File: config.mk
export PLATFORM = sky130hd
export DESIGN_NAME = uart_core
export DESIGN_NICKNAME = d
export VERILOG_FILES = /design/src/rtl/uart_core.sv
export SDC_FILE = /design/constraint.sdc
export NUM_CORES = 1
export LEC_CHECK = 0
export CAP_MARGIN = 0
export CORE_MARGIN = 2
export CORE_UTILIZATION = 51
export CTS_BUF_LIST = sky130_fd_sc_hd__clkbuf_4 sky130_fd_sc_hd__clkbuf_8 sky130_fd_sc_hd__clkbuf_16
export DETAILED_ROUTE_END_ITERATION = 16
export DONT_BUFFER_PORTS = 1
export PLACE_DENSITY = 0.66
export REMOVE_ABC_BUFFERS = 1
export SLEW_MARGIN = 20
export SYNTH_ARGS = -nofsm -noshare
export SYNTH_HDL_FRONTEND = slang
export SYNTH_SLANG_ARGS = --single-unit
File: constraint.sdc
create_clock -name clk -period 2.14 [get_ports clk]
set_input_delay 0.214 -clock clk [delete_from_list [all_inputs] [get_ports clk]]
set_output_delay 0.214 -clock clk [all_outputs]
set_load 0.01 [all_outputs]
File: src/rtl/uart_core.sv
// uart_core: 8N1-style UART transmitter + receiver with valid/ready byte ports; optional parity via UART_PARITY_EN.
// Latency: TX start bit begins the clock after accept; rx_valid rises the clock after the RX stop-bit sample.
// Backpressure: tx_ready low while a frame is on the wire; RX has one holding register, a byte finishing while it is full is dropped (rx_overrun).
//
// Ports:
//   clk, rst_n            single rising-edge clock, asynchronous active-low reset
//   uart_rx / uart_tx     serial lines, both idle high
//   tx_data/tx_valid/tx_ready   byte to send, handshake (ready only while TX idle)
//   rx_data/rx_valid/rx_ready   last received byte, held until consumed
//   rx_frame_err, rx_parity_err, rx_overrun   single-cycle error pulses
// Optional feature macro: UART_PARITY_EN (adds a parity bit after the data bits, sense set by PARITY_ODD).
module uart_core #(
  parameter int DELAY_FRAMES = 234,
  parameter int DATA_BITS    = 8,
  parameter int STOP_BITS    = 1,
  parameter bit PARITY_ODD   = 1'b0
) (
  input  logic                 clk,
  input  logic                 rst_n,
  input  logic                 uart_rx,
  output logic                 uart_tx,
  input  logic [DATA_BITS-1:0] tx_data,
  input  logic                 tx_valid,
  output logic                 tx_ready,
  output logic [DATA_BITS-1:0] rx_data,
  output logic                 rx_valid,
  input  logic                 rx_ready,
  output logic                 rx_frame_err,
  output logic                 rx_parity_err,
  output logic                 rx_overrun
);

`ifdef UART_PARITY_EN
  localparam bit PAR_EN = 1'b1;
`else
  localparam bit PAR_EN = 1'b0;
`endif

  // Counter must hold the full two-bit stop period without wrapping.
  localparam int CNT_W = $clog2(DELAY_FRAMES * 2 + 1);
  localparam int BIT_W = 3;
  localparam logic [CNT_W-1:0] BIT_END  = CNT_W'(DELAY_FRAMES - 1);
  localparam logic [CNT_W-1:0] HALF_END = CNT_W'(DELAY_FRAMES / 2 - 1);
  localparam logic [CNT_W-1:0] STOP_END = CNT_W'(STOP_BITS * DELAY_FRAMES - 1);
  localparam logic [BIT_W-1:0] LAST_BIT = BIT_W'(DATA_BITS - 1);

  typedef enum logic [2:0] {RX_IDLE, RX_START, RX_DATA, RX_PARITY, RX_STOP} rx_state_e;
  typedef enum logic [2:0] {TX_IDLE, TX_START, TX_DATA, TX_PARITY, TX_STOP} tx_state_e;

  // ---------------- RX ----------------
  logic                 sync1_q, sync2_q;
  rx_state_e            rx_state_q, rx_state_d;
  logic [CNT_W-1:0]     rx_cnt_q, rx_cnt_d;
  logic [BIT_W-1:0]     rx_bit_q, rx_bit_d;
  logic [DATA_BITS-1:0] rx_shift_q, rx_shift_d;
  logic                 rx_par_bad_q, rx_par_bad_d;
  logic [DATA_BITS-1:0] rx_data_q, rx_data_d;
  logic                 rx_valid_q, rx_valid_d;
  logic                 rx_frame_err_q, rx_frame_err_d;
  logic                 rx_parity_err_q, rx_parity_err_d;
  logic                 rx_overrun_q, rx_overrun_d;
  logic                 rx_s;

  assign rx_s = sync2_q;

  always_comb begin
    rx_state_d      = rx_state_q;
    rx_cnt_d        = rx_cnt_q;
    rx_bit_d        = rx_bit_q;
    rx_shift_d      = rx_shift_q;
    rx_par_bad_d    = rx_par_bad_q;
    rx_data_d       = rx_data_q;
    rx_valid_d      = rx_valid_q;
    rx_frame_err_d  = 1'b0;
    rx_parity_err_d = 1'b0;
    rx_overrun_d    = 1'b0;

    if (rx_valid_q && rx_ready) rx_valid_d = 1'b0;

    case (rx_state_q)
      RX_IDLE: begin
        rx_cnt_d = '0;
        if (!rx_s) rx_state_d = RX_START;
      end
      RX_START: begin
        // Mid-start-bit resample: a line already back high was a glitch.
        if (rx_cnt_q == HALF_END) begin
          rx_cnt_d     = '0;
          rx_bit_d     = '0;
          rx_par_bad_d = 1'b0;
          rx_state_d   = rx_s ? RX_IDLE : RX_DATA;
        end else begin
          rx_cnt_d = rx_cnt_q + CNT_W'(1);
        end
      end
      RX_DATA: begin
        if (rx_cnt_q == BIT_END) begin
          rx_cnt_d   = '0;
          rx_shift_d = {rx_s, rx_shift_q[DATA_BITS-1:1]};
          rx_bit_d   = rx_bit_q + BIT_W'(1);
          if (rx_bit_q == LAST_BIT) begin
            if (PAR_EN) rx_state_d = RX_PARITY;
            else        rx_state_d = RX_STOP;
          end
        end else begin
          rx_cnt_d = rx_cnt_q + CNT_W'(1);
        end
      end
      RX_PARITY: begin
        if (rx_cnt_q == BIT_END) begin
          rx_cnt_d     = '0;
          rx_par_bad_d = rx_s ^ (^rx_shift_q) ^ PARITY_ODD;
          rx_state_d   = RX_STOP;
        end else begin
          rx_cnt_d = rx_cnt_q + CNT_W'(1);
        end
      end
      RX_STOP: begin
        if (rx_cnt_q == BIT_END) begin
          rx_cnt_d   = '0;
          rx_state_d = RX_IDLE;
          if (!rx_s) rx_frame_err_d = 1'b1;
          if (PAR_EN && rx_par_bad_q) rx_parity_err_d = 1'b1;
          if (rx_s && !(PAR_EN && rx_par_bad_q)) begin
            // Full holding register and no consumer this cycle: keep the old byte.
            if (rx_valid_q && !rx_ready) begin
              rx_overrun_d = 1'b1;
            end else begin
              rx_data_d  = rx_shift_q;
              rx_valid_d = 1'b1;
            end
          end
        end else begin
          rx_cnt_d = rx_cnt_q + CNT_W'(1);
        end
      end
      default: rx_state_d = RX_IDLE;
    endcase
  end

  always_ff @(posedge clk or negedge rst_n) begin
    if (!rst_n) begin
      sync1_q         <= 1'b1;
      sync2_q         <= 1'b1;
      rx_state_q      <= RX_IDLE;
      rx_cnt_q        <= '0;
      rx_bit_q        <= '0;
      rx_shift_q      <= '0;
      rx_par_bad_q    <= 1'b0;
      rx_data_q       <= '0;
      rx_valid_q      <= 1'b0;
      rx_frame_err_q  <= 1'b0;
      rx_parity_err_q <= 1'b0;
      rx_overrun_q    <= 1'b0;
    end else begin
      sync1_q         <= uart_rx;
      sync2_q         <= sync1_q;
      rx_state_q      <= rx_state_d;
      rx_cnt_q        <= rx_cnt_d;
      rx_bit_q        <= rx_bit_d;
      rx_shift_q      <= rx_shift_d;
      rx_par_bad_q    <= rx_par_bad_d;
      rx_data_q       <= rx_data_d;
      rx_valid_q      <= rx_valid_d;
      rx_frame_err_q  <= rx_frame_err_d;
      rx_parity_err_q <= rx_parity_err_d;
      rx_overrun_q    <= rx_overrun_d;
    end
  end

  // ---------------- TX ----------------
  tx_state_e            tx_state_q, tx_state_d;
  logic [CNT_W-1:0]     tx_cnt_q, tx_cnt_d;
  logic [BIT_W-1:0]     tx_bit_q, tx_bit_d;
  logic [DATA_BITS-1:0] tx_shift_q, tx_shift_d;
  logic                 tx_par_q, tx_par_d;
  logic                 uart_tx_q, uart_tx_d;
  logic                 tx_ready_q, tx_ready_d;

  always_comb begin
    tx_state_d = tx_state_q;
    tx_cnt_d   = tx_cnt_q;
    tx_bit_d   = tx_bit_q;
    tx_shift_d = tx_shift_q;
    tx_par_d   = tx_par_q;
    uart_tx_d  = uart_tx_q;

    case (tx_state_q)
      TX_IDLE: begin
        uart_tx_d = 1'b1;
        tx_cnt_d  = '0;
        if (tx_valid && tx_ready_q) begin
          tx_state_d = TX_START;
          tx_shift_d = tx_data;
          tx_par_d   = (^tx_data) ^ PARITY_ODD;
          uart_tx_d  = 1'b0;
        end
      end
      TX_START: begin
        if (tx_cnt_q == BIT_END) begin
          tx_cnt_d   = '0;
          tx_bit_d   = '0;
          tx_state_d = TX_DATA;
          uart_tx_d  = tx_shift_q[0];
        end else begin
          tx_cnt_d = tx_cnt_q + CNT_W'(1);
        end
      end
      TX_DATA: begin
        if (tx_cnt_q == BIT_END) begin
          tx_cnt_d   = '0;
          tx_shift_d = tx_shift_q >> 1;
          tx_bit_d   = tx_bit_q + BIT_W'(1);
          if (tx_bit_q == LAST_BIT) begin
            if (PAR_EN) begin
              tx_state_d = TX_PARITY;
              uart_tx_d  = tx_par_q;
            end else begin
              tx_state_d = TX_STOP;
              uart_tx_d  = 1'b1;
            end
          end else begin
            uart_tx_d = tx_shift_q[1];
          end
        end else begin
          tx_cnt_d = tx_cnt_q + CNT_W'(1);
        end
      end
      TX_PARITY: begin
        if (tx_cnt_q == BIT_END) begin
          tx_cnt_d   = '0;
          tx_state_d = TX_STOP;
          uart_tx_d  = 1'b1;
        end else begin
          tx_cnt_d = tx_cnt_q + CNT_W'(1);
        end
      end
      TX_STOP: begin
        uart_tx_d = 1'b1;
        if (tx_cnt_q == STOP_END) begin
          tx_cnt_d   = '0;
          tx_state_d = TX_IDLE;
        end else begin
          tx_cnt_d = tx_cnt_q + CNT_W'(1);
        end
      end
      default: tx_state_d = TX_IDLE;
    endcase

    // Registered so ready stays low through reset and rises one clock after it.
    tx_ready_d = (tx_state_d == TX_IDLE);
  end

  always_ff @(posedge clk or negedge rst_n) begin
    if (!rst_n) begin
      tx_state_q <= TX_IDLE;
      tx_cnt_q   <= '0;
      tx_bit_q   <= '0;
      tx_shift_q <= '0;
      tx_par_q   <= 1'b0;
      uart_tx_q  <= 1'b1;
      tx_ready_q <= 1'b0;
    end else begin
      tx_state_q <= tx_state_d;
      tx_cnt_q   <= tx_cnt_d;
      tx_bit_q   <= tx_bit_d;
      tx_shift_q <= tx_shift_d;
      tx_par_q   <= tx_par_d;
      uart_tx_q  <= uart_tx_d;
      tx_ready_q <= tx_ready_d;
    end
  end

  assign uart_tx       = uart_tx_q;
  assign tx_ready      = tx_ready_q;
  assign rx_data       = rx_data_q;
  assign rx_valid      = rx_valid_q;
  assign rx_frame_err  = rx_frame_err_q;
  assign rx_parity_err = rx_parity_err_q;
  assign rx_overrun    = rx_overrun_q;

endmodule

After elaboration in Yosys (flattened, before gate mapping)
Cells that the tools add are included.
{"block": "totals", "regBits": 61, "input_bits": 13, "out_inout_bits": 14, "elab_cells": 113}
{"block": "op_classes", "addsub": 4, "n_eq_ne": 23, "mux": 47, "bitwise_logic": 1, "n_reduce_logical": 22}
{"operator": "3-bit two-way mux", "count": 16}
{"operator": "3-bit one-hot mux with 5 select lines", "count": 2}
{"operator": "9-bit two-way mux", "count": 3}
{"operator": "9-bit one-hot mux with 3 select lines", "count": 1}
{"operator": "2-bit inequality test, second input constant", "count": 10}
{"operator": "9-bit by 1-bit adder with 9-bit output, second input constant", "count": 2}
{"operator": "9-bit by 8-bit == test with 1-bit output, second input constant", "count": 2}
{"operator": "9-bit one-hot mux with 2 select lines", "count": 1}
{"operator": "1-bit two-way mux", "count": 17}
{"operator": "8-bit two-way mux", "count": 2}
{"operator": "8-bit one-hot mux with 2 select lines", "count": 1}
{"operator": "3-bit by 2-bit == test with 1-bit output, second input constant", "count": 4}
{"operator": "3-bit == test, second input constant", "count": 4}
{"operator": "3-bit one-hot mux with 2 select lines", "count": 2}
{"operator": "9-bit by 7-bit == test with 1-bit output, second input constant", "count": 1}
{"operator": "3-bit logical NOT", "count": 3}
{"operator": "3-bit AND reduction", "count": 3}
{"operator": "4-bit AND reduction", "count": 2}
{"operator": "2-bit nonzero test", "count": 4}
{"operator": "3-bit by 1-bit adder with 3-bit output, second input constant", "count": 2}
{"operator": "3-bit by 1-bit == test with 1-bit output, second input constant", "count": 2}
{"operator": "6-bit AND reduction", "count": 1}
{"operator": "1-bit one-hot mux with 5 select lines", "count": 1}
{"operator": "5-bit nonzero test", "count": 1}
{"operator": "8 further kinds", "count": 10}

Longest topological paths before layout
{"block": "logic_depth", "word_depth": 6, "mapped_depth": 7, "mapped_depth_nobuf": 6}

Worst setup path before layout
No wires, ideal clock.
{"block": "synth_path", "kind": "flip-flop to flip-flop", "from": "register rx_cnt_q[1]", "to": "register rx_data_q[0], in the netlist rx_data[0]", "setup_ns": 0.125, "t_arrival_ns": 1.647, "required_ns": 2.015, "setup_slack_ns": 0.369, "stages_incl_launch_ff": 7, "path_buffers": 0, "synth_period_minus_slack_ns": 1.771, "path_cell_list": "dfrtp_1 -> inv_1 -> ha_1 -> and4b_1 -> nand2_2 -> nor3_4 -> mux2_2"}
{"block": "synth_via", "elab_chain_cells": 2}
{"element": "start, declared", "line_no": "53", "rtl": "logic [CNT_W-1:0] rx_cnt_q, rx_cnt_d;"}
{"element": "start signal, assigned", "line_no": "159", "rtl": "rx_cnt_q <= rx_cnt_d;"}
{"element": "9-bit by 8-bit == test with 1-bit output", "line_no": "119", "rtl": "if (rx_cnt_q == BIT_END) begin"}
{"element": "4-bit AND reduction (no source line)"}
{"element": "end signal, assigned", "line_no": "163", "rtl": "rx_data_q <= rx_data_d;"}
{"element": "end, declared", "line_no": "57", "rtl": "logic [DATA_BITS-1:0] rx_data_q, rx_data_d;"}
Every way passes these cells.
A chain may end at the register's enable or synchronous reset.

Final worst setup path
{"block": "layout_path", "from": "register tx_cnt_q[4]", "to": "register tx_shift_q[6]"}
{"block": "layout_via", "elab_chain_cells": 3}
{"element": "start, declared", "line_no": "173", "rtl": "logic [CNT_W-1:0] tx_cnt_q, tx_cnt_d;"}
{"element": "start signal, assigned", "line_no": "265", "rtl": "tx_cnt_q <= tx_cnt_d;"}
{"element": "9-bit by 8-bit == test with 1-bit output", "line_no": "210", "rtl": "if (tx_cnt_q == BIT_END) begin"}
{"element": "2-bit inequality test (no source line)"}
{"element": "3-bit AND reduction (no source line)"}
{"element": "end signal, assigned", "line_no": "267", "rtl": "tx_shift_q <= tx_shift_d;"}
{"element": "end, declared", "line_no": "175", "rtl": "logic [DATA_BITS-1:0] tx_shift_q, tx_shift_d;"}
Every way passes these cells.

==> metrics.md <==
| Metric | Value |
|---|---|
| Worst path max stage delay | `0.44 ns` |
| Syn_area_per_cell | `11.13 um^2` |
| Post-synth ARST share | `100.0%` |
| Fmax | `0.5308 GHz` |
| Power Density | `793.6 nW/um^2` |
| Total gr overflow | `0` |
| RePlAce Congestion | `0.7954` |
| Drt total wl | `5338 um` |
| Crit start category | `flip-flop` |
| # port buffers | `0` |
| Die W | `80.61 um` |
| Slew Limit Fails | `0` |
| CTS Buffer Depth | `2` |
| Clk_skew | `0.01120 ns` |
| Share of cells above drive strength 1 | `25.09%` |
| Clock Sinks | `61` |
| Vias/cell | `5.584` |
| Required @ worst endpoint | `2.36 ns` |
| Static Leak | `0.001575 uW` |
| Area added between synthesis and finish | `11.62%` |
| Antenna Cells | `0` |
| Critical path's top delay family | `simple AND/OR/NAND/NOR gates` |
| VDD IR max | `0.0006577 V` |
| Total CTS buffers | `9` |
| Crit path DAT | `2.10 ns` |
| Final Non-Filler Cells | `363` |
| Die area | `6497 um^2` |
| Placed cells | `343` |
| Hpwl dp | `3656 um` |
| Tcrit/Tclk final | `88.03%` |
| Post-cts sizing count | `0` |
| CP endpoint kind | `flip-flop` |
| Placed cell area | `3117 um^2` |
| Mapped Area | `2993 um^2` |
| Cell variety after synth | `53` |
| Cell count after synthesis | `269` |
| Area occupied by multi-input gates | `1373 um^2` |
| WL/cell | `14.71 um` |
| Vias in the first global route | `2090` |
| Initial antenna violation count | `0` |
| Root buf cell | `clkbuf_8` |
| Critical path class | `flip-flop to flip-flop` |
| Core Area | `5574 um^2` |
| Setup violators final | `0` |
| Worst Setup SP | `tx_cnt_q[4]` |
| CTS tree | `done` |
| Initial Util | `53.69%` |
| Max Cap Violations | `0` |
| Iter 0 DRT Violations | `83` |
| Main flop type after synthesis | `dfrtp_1` |
| Largest net degree at the start of global routing | `62` |
| HP Start | `rx_ready` |
| EDFF count, synth | `0` |
| Buffer and inverter count on the worst path | `0` |
| Area taken by flip-flops and latches | `1530 um^2` |
| Via count | `2027` |
| YS warnings | `0` |
| First-pass GRT wire length | `9473 um` |
| Design area | `3341 um^2` |
| Die height | `80.61 um` |
| Critical R2R Launch | `tx_cnt_q[4]` |
| RSZ-0062 raised after global routing | `false` |
| Fillers | `447` |
| Minimum clock period | `1.884 ns` |
| Tot GR Track Use | `19.30%` |
| Post-route ant nets | `0` |
| Flops & latches, synth | `61` |
| CP Max Fanout | `8` |
| I/O pin total | `27` |
| Core Rows | `27` |
| Sequential share of the synthesized area | `51.13%` |
| Slowest-stage cell, CP | `dfrtp_1` |
| Critical-path cell list | `nor4b_1 -> and3_1 -> a21o_1 -> mux2_2` |
| Status | `finished clean` |
| H-Tree Level Count | `3` |
| Fin nets | `308` |
| Final Hold Fails | `0` |
| Setup TNS | `0 ns` |
| DRT Pass-1 Iters | `4` |
| Residual DRC | `0` |
| Worst skew pair latency | `0.34 ns` |
| Clk slew on worst S/H paths | `0.07 ns` |
| Hold Path Class | `input pin to flip-flop` |
## final timing paths
| kind | slack, ns | end | cells after the start |
|---|---|---|---|
| worst min register to register | 0.36 | rx_s | 0 |
| max in group asynchronous | 1.43 | uart_tx | 2 |
| worst min-delay path | 0.09 | rx_overrun | 2 |
| min in group asynchronous | 0.40 | rx_cnt_q[5] | 2 |
| worst max register to register | 0.26 | tx_shift_q[6] | 4 |
| worst max-delay path | 0.26 | tx_shift_q[6] | 4 |
## Yosys cell counts (3+ instances only)
| cell type | count | share of area [%] |
|---|---|---|
| a21o_1 | 4 | 1.0 |
| a21oi_1 | 9 | 1.5 |
| a22o_1 | 4 | 1.2 |
| a31oi_1 | 8 | 1.7 |
| and3_1 | 6 | 1.3 |
| buf_2 | 3 | 0.50 |
| clkbuf_1 | 4 | 0.50 |
| dfrtp_1 | 58 | 48 |
| dfstp_2 | 3 | 2.6 |
| ha_1 | 9 | 3.8 |
| inv_1 | 11 | 1.4 |
| mux2_2 | 31 | 12 |
| mux2i_1 | 3 | 1.0 |
| nand2_1 | 20 | 2.5 |
| nand2b_1 | 4 | 0.84 |
| nand3_1 | 10 | 1.7 |
| nor2_1 | 14 | 1.8 |
| nor2b_1 | 3 | 0.63 |
| nor3_1 | 7 | 1.2 |
| o21ai_0 | 12 | 2.0 |
| o22ai_1 | 3 | 0.63 |
| o311ai_0 | 3 | 0.88 |
| xnor2_1 | 3 | 0.88 |
## metal layers
layer	up-vias	track usage (%)	wire (um)
met4	0	6.441	68
li1	1007	-	-
met3	9	6.854	273
met5	-	0	0
met2	45	31.00	2560
met1	966	24.23	2435
## stage by stage
step | total power [uW] | util [%] | setup WS [ns] | hold slack, ns
6_report | 2651 | 59.93 | 0.2561 | 0.08759
5_1_grt | 2818 | 59.93 | 0.1479 | 0.1228
4_1_cts | 2698 | 59.93 | 0.2473 | 0.07018
3_5_place_dp | 1772 | 55.91 | 0.2758 | -0.08021
3_3_place_gp | 1762 | 55.91 | 0.2825 | -0.08024
2_1_floorplan | 1682 | - | 0.3312 | -0.08159
## power breakdown
| part | switching [uW] | internal (uW) | leakage [uW] |
|---|---|---|---|
| registers | 124 | 1310 | 0.000799 |
| logic | 175 | 179 | 0.000695 |
| clock network | 455 | 410 | 0.0000808 |
## final cells by class
class,count,area share (%)
multi-input cells,188,41.09
well taps,72,2.697
clock inverters,7,1.273
clock buffers,9,3.708
repair buffers,15,4.195
flip-flops and latches,61,45.81
inverters,11,1.236
## sequential cells by signal, indices dropped and copies added (netlist names), 8 cells and up
| name | flops |
|---|---|
| rx_cnt_q | 9 |
| tx_cnt_q | 9 |
| rx_data | 8 |
| tx_shift_q | 8 |
| rx_shift_q | 8 |
## kinds of logic (layout without fill, tap and decap cells)
logic type	count (synthesis)	after routing	share of synthesized area, %
AO/OA/AOI/OAI	55	55	12.17
other	1	1	0.1253
adder cells (fa/ha/maj)	9	9	3.763
multiplexers	34	34	12.67
XOR/XNOR	4	4	1.171
AND/OR/NAND/NOR	85	85	15.97
flip-flops	61	61	51.13
buffers and inverters	20	42	3.010
## worst reg2reg max path, cell delays in order, from the launching register on
cell and delay [ns]:
dfrtp_1 0.44, nor4b_1 0.40, and3_1 0.26, a21o_1 0.30
mux2_2 0.37
## cell usage in the layout (no fill, tap or decap), types with 4 or more instances in the layout
master	n
o21ai_0	12
buf_4	11
a21o_1	4
a21oi_1	9
nand3_1	10
inv_1	11
a22o_1	4
nor3_1	7
nand2_1	20
a31oi_1	8
ha_1	9
dfrtp_1	58
nor2_1	14
clkbuf_8	9
clkinv_2	4
mux2_2	31
and3_1	6
nand2b_1	4
## what timing repair did
| action | 4_1_cts | 5_1_grt |
|---|---|---|
| setup buffers | 0 | 0 |
| endpoints found under the hold margin | 63 | 0 |
| hold buffers | 4 | 0 |
No activity file was read; power rests on OpenSTA's default activity.
